==> src/rtl/instruction_loader.sv <==
// Byte-stream program loader: assembles big-endian 32-bit words and writes them
// to consecutive instruction-memory addresses, holding the core busy meanwhile.
module instruction_loader #(
  parameter int ADDR_WIDTH = 6,
  parameter int DEPTH      = 64
) (
  input  logic                  Clk,
  input  logic                  Reset,
  input  logic                  Start,
  input  logic [ADDR_WIDTH:0]   Length,
  input  logic [7:0]            ByteIn,
  input  logic                  ByteValid,
  output logic                  ByteReady,
  output logic                  WriteEnable,
  output logic [ADDR_WIDTH-1:0] WriteAddress,
  output logic [31:0]           WriteData,
  output logic                  Busy,
  output logic                  Done
);

  typedef enum logic [1:0] {S_IDLE, S_COLLECT, S_WRITE, S_DONE} state_t;

  localparam logic [ADDR_WIDTH:0] DEPTH_W = (ADDR_WIDTH+1)'(DEPTH);

  state_t                state_q, state_d;
  logic [ADDR_WIDTH:0]   len_q, len_d;
  logic [ADDR_WIDTH:0]   wcount_q, wcount_d;
  logic [ADDR_WIDTH-1:0] addr_q, addr_d;
  logic [1:0]            bcount_q, bcount_d;
  logic [23:0]           shift_q, shift_d;
  logic [31:0]           wdata_q, wdata_d;
  logic                  ready_q, ready_d;
  logic                  we_q, we_d;
  logic                  busy_q, busy_d;
  logic                  done_q, done_d;
  logic [ADDR_WIDTH:0]   wcount_inc;

  assign wcount_inc = wcount_q + (ADDR_WIDTH+1)'(1);

  always_comb begin
    state_d  = state_q;
    len_d    = len_q;
    wcount_d = wcount_q;
    addr_d   = addr_q;
    bcount_d = bcount_q;
    shift_d  = shift_q;
    wdata_d  = wdata_q;
    unique case (state_q)
      S_IDLE: begin
        if (Start) begin
          len_d    = (Length > DEPTH_W) ? DEPTH_W : Length;
          addr_d   = '0;
          wcount_d = '0;
          bcount_d = '0;
          state_d  = (Length == '0) ? S_DONE : S_COLLECT;
        end
      end
      S_COLLECT: begin
        // ByteReady is exactly "state is COLLECT", so ByteValid alone completes the handshake
        if (ByteValid) begin
          shift_d  = {shift_q[15:0], ByteIn};
          bcount_d = bcount_q + 2'd1;
          if (bcount_q == 2'd3) begin
            wdata_d = {shift_q, ByteIn};
            state_d = S_WRITE;
          end
        end
      end
      S_WRITE: begin
        addr_d   = addr_q + ADDR_WIDTH'(1);
        wcount_d = wcount_inc;
        state_d  = (wcount_inc == len_q) ? S_DONE : S_COLLECT;
      end
      S_DONE:  state_d = S_IDLE;
      default: state_d = S_IDLE;
    endcase
    ready_d = (state_d == S_COLLECT);
    we_d    = (state_d == S_WRITE);
    busy_d  = (state_d != S_IDLE);
    done_d  = (state_d == S_DONE);
  end

  always_ff @(posedge Clk or posedge Reset) begin
    if (Reset) begin
      state_q  <= S_IDLE;
      len_q    <= '0;
      wcount_q <= '0;
      addr_q   <= '0;
      bcount_q <= '0;
      shift_q  <= '0;
      wdata_q  <= '0;
      ready_q  <= 1'b0;
      we_q     <= 1'b0;
      busy_q   <= 1'b0;
      done_q   <= 1'b0;
    end else begin
      state_q  <= state_d;
      len_q    <= len_d;
      wcount_q <= wcount_d;
      addr_q   <= addr_d;
      bcount_q <= bcount_d;
      shift_q  <= shift_d;
      wdata_q  <= wdata_d;
      ready_q  <= ready_d;
      we_q     <= we_d;
      busy_q   <= busy_d;
      done_q   <= done_d;
    end
  end

  assign ByteReady    = ready_q;
  assign WriteEnable  = we_q;
  assign WriteAddress = addr_q;
  assign WriteData    = wdata_q;
  assign Busy         = busy_q;
  assign Done         = done_q;

endmodule

==> config.mk <==
export PLATFORM = sky130hd
export DESIGN_NAME = instruction_loader
export DESIGN_NICKNAME = d
export VERILOG_FILES = /design/src/rtl/instruction_loader.sv
export SDC_FILE = /design/constraint.sdc
export NUM_CORES = 1
export LEC_CHECK = 0
export BUFFER_PORTS_ARGS = -buffer_cell sky130_fd_sc_hd__buf_2
export CAP_MARGIN = 20
export CORE_UTILIZATION = 35
export CTS_CLUSTER_SIZE = 16
export DETAILED_ROUTE_END_ITERATION = 7
export GPL_ROUTABILITY_DRIVEN = 0
export PLACE_DENSITY = 0.62
export SLEW_MARGIN = 20
export SYNTH_ARGS = -nofsm -noshare
export SYNTH_HDL_FRONTEND = slang
export SYNTH_SLANG_ARGS = --single-unit
==> constraint.sdc <==
create_clock -name Clk -period 6.68 [get_ports Clk]
set_input_delay 1.336 -clock Clk [delete_from_list [all_inputs] [get_ports Clk]]
set_output_delay 1.336 -clock Clk [all_outputs]
set_load 0.02 [all_outputs]
==> flow_summary.yaml, run 1 <==
run_status:
  status: "finished clean"
placement:
  pre_cts_ws_ps: 3850
  port_buffers: 60
  hpwlAfterDp_um: 4590
logic_synthesis:
  synth_edf_count: 0
  synth-async-reset-ratio: 1.00
  synth_top_area_share: 0.605
  ys_top_cells_by_area: "dfrtp_1, nand2_1, mux2_2"
  synth.distinct_cells: 37
  synth_seq_cells: 84
  synth.avg_cell_area_um2: 10.4
  syn_inst: 334
  synth_top_flop_cell: "dfrtp_1"
  synth.most_common_cell: "nand2_1"
  ys_seq_area_frac: 0.605
  ys_top_cells_by_count: "nand2_1, dfrtp_1, mux2_2, o21ai_0, nor2_1"
  syn_area_um2: 3480
  syn_nets: 356
  synth_top_cell_by_area: "dfrtp_1"
  yosys_warnings: 0
pwr:
  combPwrFrac: 0.319
  clkPwrFrac: 0.201
  p_sw_frac: 0.362
  p_leak_uw: 0.00206
  seqPwrFrac: 0.480
  p_int_uw: 1100
  net-switching-power_uw: 625
  ir_worst_vdd_uv: 171
  power_uw: 1730
  power_density_nw_per_um2: 422
critical_path:
  crit_chain: "buf_2"
  critPathSlowestCell: "dfrtp_1"
  crit_path_start_kind: "register"
  critical_path_buf_inv_count: 1
  cp_max_fo: 5
  slowest_delay_ps: 430
  crit_family: "flip-flops"
  cp_data_required_time_ps: 5340
  worstSetupPathType: "reg -> out"
  cp-end-kind: "output pin"
  arrival_ps: 970
floorplanning:
  core_um2: 9680
  die-area_um2: 10300
  fp.dieW_um: 102
  die_y_um: 102
  io_pins: 61
  initial_core_util: 0.359
  core.rowCount: 36
drt:
  route.detailed.drc: 0
  vias_per_cell: 4.67
  detail-route-antenna-nets: 0
  vias: 2484
  wl_per_cell_um: 13.1
  routed_wl_um: 6980
  first_pass_iters: 4
  drt_iter0_markers: 67
timing:
  slew_viol_final: 0
  max-slew-margin-rel: 0.488
  hold_viol: 0
  setup_slack_ps: 4370
  finalSetupViolCount: 0
  timing.fmax_ghz: 0.433
  post-route-period-util: 0.346
  layout_min_cycle_time_ps: 2310
  worst_pin_slew_ps: 767
  setup_tns_ps: 0
  rsz0062_at_grt: "false"
  fin_skew_ps: 8.91
final_layout:
  drive_gt1_frac: 0.273
  fin_util: 0.422
  multiInputGateArea_um2: 1290
  fillers: 954
  nNetsFinal: 418
  syn_to_final_growth_pct: 17.6
  regArea_um2: 2100
  n_antenna_cell: 0
clocking:
  htree_levels: 3
  clock_sinks: 84
  cts_buffers: 9
  cts_hold_buf: 0
  cts_tree: "done"
  clock_path_buffers: 2
  post_cts_resized: 0
  clock_latency_ps: 360
  post-cts-setup-buffer-count: 0
  clk_pin_slew_ps: 80
  cts-root-buf: "clkbuf_8"
global_route:
  grtUsageTotal: 0.155
  first_global_vias: 2456
  antenna_found_initial: 0
  grt_max_degree: 85
  grt_pass1_wl_um: 12000
  overflow: 0
flow_run:
  maxCapViolCount: 0
min_path:
  min_path_type: "reg -> reg"
==> placed cells by master (no fill, tap or decap), types with 2 or more instances in the layout <==
cell type	n
mux2_2	25
buf_4	2
dfrtp_1	84
buf_2	60
nor2b_1	2
xnor2_1	5
xor2_1	4
clkinv_2	3
nand2_1	122
a31oi_1	3
o41ai_1	2
inv_1	6
nor2_1	9
clkinvlp_4	2
ha_1	3
nand3_1	8
o21ai_0	20
clkbuf_8	9
nand2b_1	7
o22ai_1	2
==> path summary, 6_finish.rpt <==
check	startpoint	end	slack (ps)	cells after the start
worst max register to register	wcount_q[0]$_DFFE_PP0P_	ByteReady$_DFF_PP0_	4620	7
worst min-delay path	shift_q[22]$_DFFE_PP0P_	WriteData[30]$_DFFE_PP0P_	470	2
worst min register to register	shift_q[22]$_DFFE_PP0P_	WriteData[30]$_DFFE_PP0P_	470	2
max in group asynchronous	Reset	WriteData[13]$_DFFE_PP0P_	4980	3
min in group asynchronous	Reset	len_q[6]$_DFFE_PP0P_	1160	3
worst max-delay path	WriteAddress[3]$_DFFE_PP0P_	WriteAddress[3]	4370	1
==> per-stage QoR <==
stage / hold WS [ps] / instances / area (um2)
after floorplan: 433 / 334 / 3480
after global placement: 448 / 518 / 3910
after detailed placement: 451 / 518 / 3910
after CTS: 470 / 532 / 4080
after global routing: 506 / 532 / 4090
final: 470 / 532 / 4090
==> state kept, by name, summed over array words and instances, names as in the netlist <==
| register | flops |
|---|---|
| WriteData | 32 |
| shift_q | 24 |
| len_q | 7 |
| wcount_q | 7 |
| WriteAddress | 6 |
| bcount_q | 2 |
| state_q | 2 |
| Busy | 1 |
| ByteReady | 1 |
| Done | 1 |
| WriteEnable | 1 |
==> cells by family after synthesis <==
| family | share of synthesized area |
|---|---|
| simple gates | 0.191 |
| flops | 0.605 |
| compound gates | 0.0641 |
| mux | 0.0810 |
| buf+inv | 0.0256 |
| xor+xnor | 0.0227 |
| fa+ha+maj | 0.0108 |
==> cell type report <==
class / count / share of cell area
clock buffers: 9 / 0.0303
inverters: 7 / 0.00673
flip-flops and latches: 84 / 0.514
clock inverters: 5 / 0.0135
multi-input cells: 231 / 0.315
well taps: 133 / 0.0407
repair buffers: 63 / 0.0798
==> per-layer routing <==
layer  wire (um)  vias up  global-route usage  share of wire
met5           0        -                   0              0
met4         134        0              0.0736          0.019
met3         293        9              0.0400          0.042
met2        3270       48               0.244           0.47
met1        3280     1202               0.198           0.47
li1            -     1225                   -              -
==> power groups by stage <==
stage,logic (uW),clock network (uW),registers [uW]
2_1_floorplan,281,0,931
3_3_place_gp,544,0,836
3_5_place_dp,560,0,842
4_1_cts,563,356,835
5_1_grt,616,375,860
6_report,552,346,829
Power figures use the tool's default switching activity.
==> run 2: changes to the inputs <==
ABC_AREA = 1   (was unset)
PLACE_DENSITY = 0.64   (was 0.62)
clock period = 2.04 ns   (was 6.68 ns; I/O delays follow)
==> run 2 against run 1 <==
Effect of this change: total power rose to 3.2 times the previous value; via count is 5.8% higher; largest cell class unchanged; worst hold slack worse by 320 ps; register-to-register slack got worse by 4300 ps; critical endpoint is now shift_q[23]$_DFFE_PP0P_; clock power increased to 3.0 times the previous value.
==> flow_summary.yaml, run 2 <==
drt:
  route.detailed.drc: 0
  wl_met3_um: 321
  met1_length_um: 3350
  highest_layer: "met4"
  vias_per_cell: 4.58
  vias: 2627
  met2_length_um: 3120
  first_pass_iters: 4
  drt_iter0_markers: 164
  detail-route-antenna-nets: 0
  routed_wl_um: 6980
  wl_per_cell_um: 12.2
flow_run:
  maxCapViolCount: 0
logic_synthesis:
  synth.avg_cell_area_um2: 9.22
  synthSimpleGateAreaFrac: 0.188
  synth_top_cell_by_area: "dfrtp_1"
  ys_seq_area_frac: 0.610
  synth_edf_count: 0
  synth_top_flop_cell: "dfrtp_1"
  ys_top_cells_by_area: "dfrtp_1, nand2_1, o21ai_0"
  synth_adder_area_share: 0.0109
  muxShareOfSynthArea: 0.00290
  syn_nets: 396
  syn_inst: 374
  synth_compound_area_frac: 0.116
  synth_top_family_by_area: "simple AND/OR/NAND/NOR gates"
  synth.distinct_cells: 29
  synth.most_common_cell: "nand2_1"
  synth_top_area_share: 0.610
  yosys_warnings: 0
  synth_xor_area_frac: 0
  ys_top_cells_by_count: "nand2_1, dfrtp_1, o21ai_0, inv_1, nand3_1"
  synth-async-reset-ratio: 1.00
  syn_area_um2: 3450
  synth_seq_cells: 84
global_route:
  antenna_found_initial: 0
  overflow: 0
  first_global_vias: 2530
  grtUsageTotal: 0.154
  grt_max_degree: 85
  grt_pass1_wl_um: 12000
critical_path:
  cp_data_required_time_ps: 2270
  arrival_ps: 1990
  reg2reg_slack_ps: 280
  crit_path_start_kind: "register"
  reg2reg_depth: 6
  cp_max_fo: 18
  r2r_start: "state_q[0]$_DFF_PP0_"
  r2r_end: "shift_q[23]$_DFFE_PP0P_"
  cp-end-kind: "register"
  worstSetupPathType: "reg -> reg"
placement:
  pre_cts_ws_ps: 280
  hpwlAfterDp_um: 5000
  port_buffers: 60
  dpl_cell_area_um2: 3920
floorplanning:
  io_pins: 61
  die-area_um2: 10200
  core.rowCount: 35
  core_um2: 9370
  initial_core_util: 0.368
  fp.dieW_um: 101
  die_y_um: 101
pwr:
  p_sw_frac: 0.395
  ir_worst_vdd_uv: 714
  p_leak_uw: 0.00213
  power_density_nw_per_um2: 1350
  seqPwrFrac: 0.475
  combPwrFrac: 0.334
  p_int_uw: 3340
  net-switching-power_uw: 2180
  clkPwrFrac: 0.191
clocking:
  cts_hold_buf: 0
  clk_pin_slew_ps: 80
  cts-root-buf: "clkbuf_8"
  clock_path_buffers: 2
  clock_latency_ps: 350
  clock_sinks: 84
  cts_buffers: 9
  cts_tree: "done"
  htree_levels: 3
  post-cts-setup-buffer-count: 0
timing:
  rsz0062_at_grt: "false"
  post-route-period-util: 0.862
  timing.fmax_ghz: 0.569
  fin_skew_ps: 7.39
  hold_viol: 0
  layout_min_cycle_time_ps: 1760
  setup_slack_ps: 281
  finalSetupViolCount: 0
  max-slew-margin-rel: 0.686
  slew_viol_final: 0
  worst_pin_slew_ps: 470
  setup_tns_ps: 0
final_layout:
  nNetsFinal: 463
  fillers: 964
  final_area_um2: 4100
  largest_reg_flops: 32
  layout_commonest_cell: "nand2_1"
  syn_to_final_growth_pct: 18.8
  layout_common_cells: "nand2_1, dfrtp_1, buf_2"
  n_antenna_cell: 0
  drive_gt1_frac: 0.211
run_status:
  status: "finished clean"
min_path:
  min_path_type: "in -> async"
==> run 2: through the flow <==
stage | total power, uW | hold WS, ps | instances | utilization
floorplan | 3860 | 449 | 374 | -
global placement | 4470 | 455 | 559 | 0.419
detailed placement | 4530 | 459 | 559 | 0.419
CTS | 5610 | 173 | 574 | 0.437
global route | 5970 | 206 | 574 | 0.437
finish | 5520 | 154 | 574 | 0.437
==> run 2: critical path, cell delays in order (launching register included) <==
cell      delay, ps
dfrtp_1         420
inv_1           130
nor2_1           80
nand2_1         370
clkinv_1        380
nand2_1         160
o21ai_0         100
==> run 2: cell type report <==
cell class | instances | area, um2 | share of cell area
clock buffers | 9 | 124 | 0.0302
clock inverters | 6 | 50.0 | 0.0122
inverters | 53 | 203 | 0.0495
multi-input cells | 228 | 1090 | 0.267
flip-flops and latches | 84 | 2100 | 0.513
well taps | 129 | 161 | 0.0394
repair buffers | 65 | 363 | 0.0886
==> run 2: how the worst max path moves through the flow <==
stage | start | to | slack [ps] | depth (start not counted)
2_1_floorplan | wcount_q[0]$_DFFE_PP0P_ | Done$_DFF_PP0_ | 550 | 12
3_3_place_gp | state_q[0]$_DFF_PP0_ | shift_q[3]$_DFFE_PP0P_ | 350 | 6
4_1_cts | state_q[0]$_DFF_PP0_ | WriteData[1]$_DFFE_PP0P_ | 270 | 6
6_report | state_q[0]$_DFF_PP0_ | shift_q[23]$_DFFE_PP0P_ | 280 | 6
5_1_grt | state_q[0]$_DFF_PP0_ | WriteData[2]$_DFFE_PP0P_ | 60 | 6
3_5_place_dp | state_q[0]$_DFF_PP0_ | shift_q[23]$_DFFE_PP0P_ | 280 | 6
==> run 2: metal layers <==
layer / track usage / vias up
met1: 0.215 / 1232
li1: - / 1337
met5: 0 / -
met3: 0.0386 / 13
met2: 0.221 / 45
met4: 0.0803 / 0
==> run 2: timing repair <==
| action | 4_1_cts | 5_1_grt |
|---|---|---|
| endpoints found under the setup margin | 0 | 1 |
| endpoints found under the hold margin | 0 | 0 |
| gates resized for setup | 0 | 1 |
==> run 2: cells by family after synthesis <==
kind of cell,after synthesis
AO/OA/AOI/OAI,73
AND/OR/NAND/NOR,151
flip-flops,84
multiplexers,1
buffers and inverters,62
adder cells (fa/ha/maj),3
==> run 2: power groups by stage <==
stage / clock (uW) / sequential [uW] / combinational, uW
after floorplan: 0 / 2960 / 903
after global placement: 0 / 2640 / 1830
after detailed placement: 0 / 2650 / 1880
after CTS: 1100 / 2630 / 1880
after global routing: 1180 / 2700 / 2100
final: 1050 / 2620 / 1840
==> run 3: changes to the inputs <==
CORE_MARGIN = 2   (was unset)
==> run 3 against run 2 <==
Effect of this change: clock-buffer cell count rose by 1; critical path depth rose by 6; first-iteration DRC count fell by 26%; critical endpoint is now Done$_DFF_PP0_; global-route usage fell by 0.73 points; clock power rose by 28%; wire length rose by 4.9%; non-clock buffer count rose by 1; sequential power barely moved; combinational power barely moved.
==> flow_summary.yaml, run 3 (same netlist as run 2, synthesis figures left out) <==
run_status:
  status: "finished clean"
critical_path:
  crit_chain: "ha_1 > nand2_1 > inv_1 > nand2_1 > o21ai_0 > nand2_1 > nand2_1 > nand2_1 > nand3_2 > nand3_2 > nand2_1 > inv_1"
  worstSetupPathType: "reg -> reg"
  cp_data_required_time_ps: 2300
  cp_max_fo: 6
  crit_path_start_kind: "register"
  r2r_start: "wcount_q[0]$_DFFE_PP0P_"
  reg2reg_depth: 12
  reg2reg_slack_ps: 270
  crit_family: "simple AND/OR/NAND/NOR gates"
  critical_path_buf_inv_count: 2
  r2r_end: "Done$_DFF_PP0_"
  arrival_ps: 2020
  critPathSlowestCell: "dfrtp_1"
  cp-end-kind: "register"
  slowest_delay_ps: 420
  crit_path_frequent_cell: "nand2_1"
drt:
  drt_iter0_markers: 121
  vias: 2680
  vias_per_cell: 4.63
  wl_per_cell_um: 12.7
  detail-route-antenna-nets: 0
  route.detailed.drc: 0
  routed_wl_um: 7330
  first_pass_iters: 5
placement:
  hpwlAfterDp_um: 5210
  placedCellCount: 564
  port_buffers: 60
  dpl_cell_area_um2: 3940
  pre_cts_ws_ps: 278
final_layout:
  final_area_um2: 4160
  largest_reg_flops: 32
  layout_common_cells: "nand2_1, dfrtp_1, buf_2"
  nNetsFinal: 464
  syn_to_final_growth_pct: 20.6
  n_antenna_cell: 0
  drive_gt1_frac: 0.213
  layout_commonest_cell: "nand2_1"
  layout.cells.non_filler: 579
  fillers: 946
clocking:
  clock_latency_ps: 350
  cts-root-buf: "clkbuf_8"
  htree_levels: 3
  post-cts-setup-buffer-count: 0
  clk_pin_slew_ps: 90
  clock_sinks: 84
  post_cts_resized: 0
  cts_hold_buf: 0
  cts_buffers: 9
  cts_tree: "done"
  clock_path_buffers: 2
timing:
  setup_slack_ps: 271
  post-route-period-util: 0.867
  max-slew-margin-rel: 0.653
  hold_viol: 0
  timing.fmax_ghz: 0.565
  worst_pin_slew_ps: 520
  finalSetupViolCount: 0
  setup_tns_ps: 0
  fin_skew_ps: 12.0
  slew_viol_final: 0
  layout_min_cycle_time_ps: 1770
  whs_ps: 79.3
  rsz0062_at_grt: "false"
global_route:
  antenna_found_initial: 0
  first_global_vias: 2497
  overflow: 0
  grt_pass1_wl_um: 12000
  grtUsageTotal: 0.146
  grt_max_degree: 49
floorplanning:
  initial_core_util: 0.356
  die-area_um2: 10700
  fp.dieW_um: 103
  core_um2: 9680
  io_pins: 61
  die_y_um: 103
  core.rowCount: 36
flow_run:
  maxCapViolCount: 0
min_path:
  min_path_type: "in -> async"
pwr:
  power_density_nw_per_um2: 1400
  p_leak_uw: 0.00217
  ir_worst_vdd_uv: 667
## run 3: cell count changes in the layout (fill, tap and decap cells not counted)
| cell | before | now |
|---|---|---|
| o21ai_0 | 49 | 50 |
| clkbuf_8 | 9 | 10 |
| clkinvlp_4 | 5 | 2 |
| inv_8 | 1 | 0 |
| bufinv_16 | 0 | 2 |
| o21ai_1 | 10 | 9 |
| buf_4 | 3 | 4 |
| clkinv_4 | 0 | 1 |
## run 3: cell type report
class,count,area [um2],share of cell area
Sequential cell,84,2100,0.506
Multi-Input combinational cell,228,1090,0.263
Timing Repair Buffer,66,370,0.0891
Inverter,53,203,0.0488
Tap cell,133,166,0.0400
Clock buffer,10,138,0.0331
Clock inverter,5,85.1,0.0205
## run 3: report_power, final
| group | switching [uW] | internal [uW] |
|---|---|---|
| registers | 341 | 2280 |
| logic | 1230 | 620 |
| clock network | 616 | 723 |
## run 3: how the worst max path moves through the flow
stage                            start              to  slack (ps)  depth (start not counted)
3_3_place_gp   wcount_q[0]$_DFFE_PP0P_  Done$_DFF_PP0_         340                         12
4_1_cts        wcount_q[0]$_DFFE_PP0P_  Done$_DFF_PP0_         280                         12
5_1_grt        wcount_q[0]$_DFFE_PP0P_  Done$_DFF_PP0_          80                         12
3_5_place_dp   wcount_q[0]$_DFFE_PP0P_  Done$_DFF_PP0_         280                         12
2_1_floorplan  wcount_q[0]$_DFFE_PP0P_  Done$_DFF_PP0_         550                         12
6_report       wcount_q[0]$_DFFE_PP0P_  Done$_DFF_PP0_         270                         12
## run 3: per-stage QoR
step                 util  power (uW)
CTS                 0.429        5860
floorplan               -        3860
finish              0.429        5810
global route        0.429        6260
detailed placement  0.406        4520
global placement    0.406        4470
## run 3: layer usage
metal | global-route usage | share of wire | routed length (um) | up-vias
met5 | 0 | 0 | 0 | -
met4 | 0.0739 | 0.023 | 166 | 0
met3 | 0.0269 | 0.040 | 295 | 15
met2 | 0.208 | 0.44 | 3230 | 59
met1 | 0.215 | 0.50 | 3630 | 1270
li1 | - | - | - | 1336
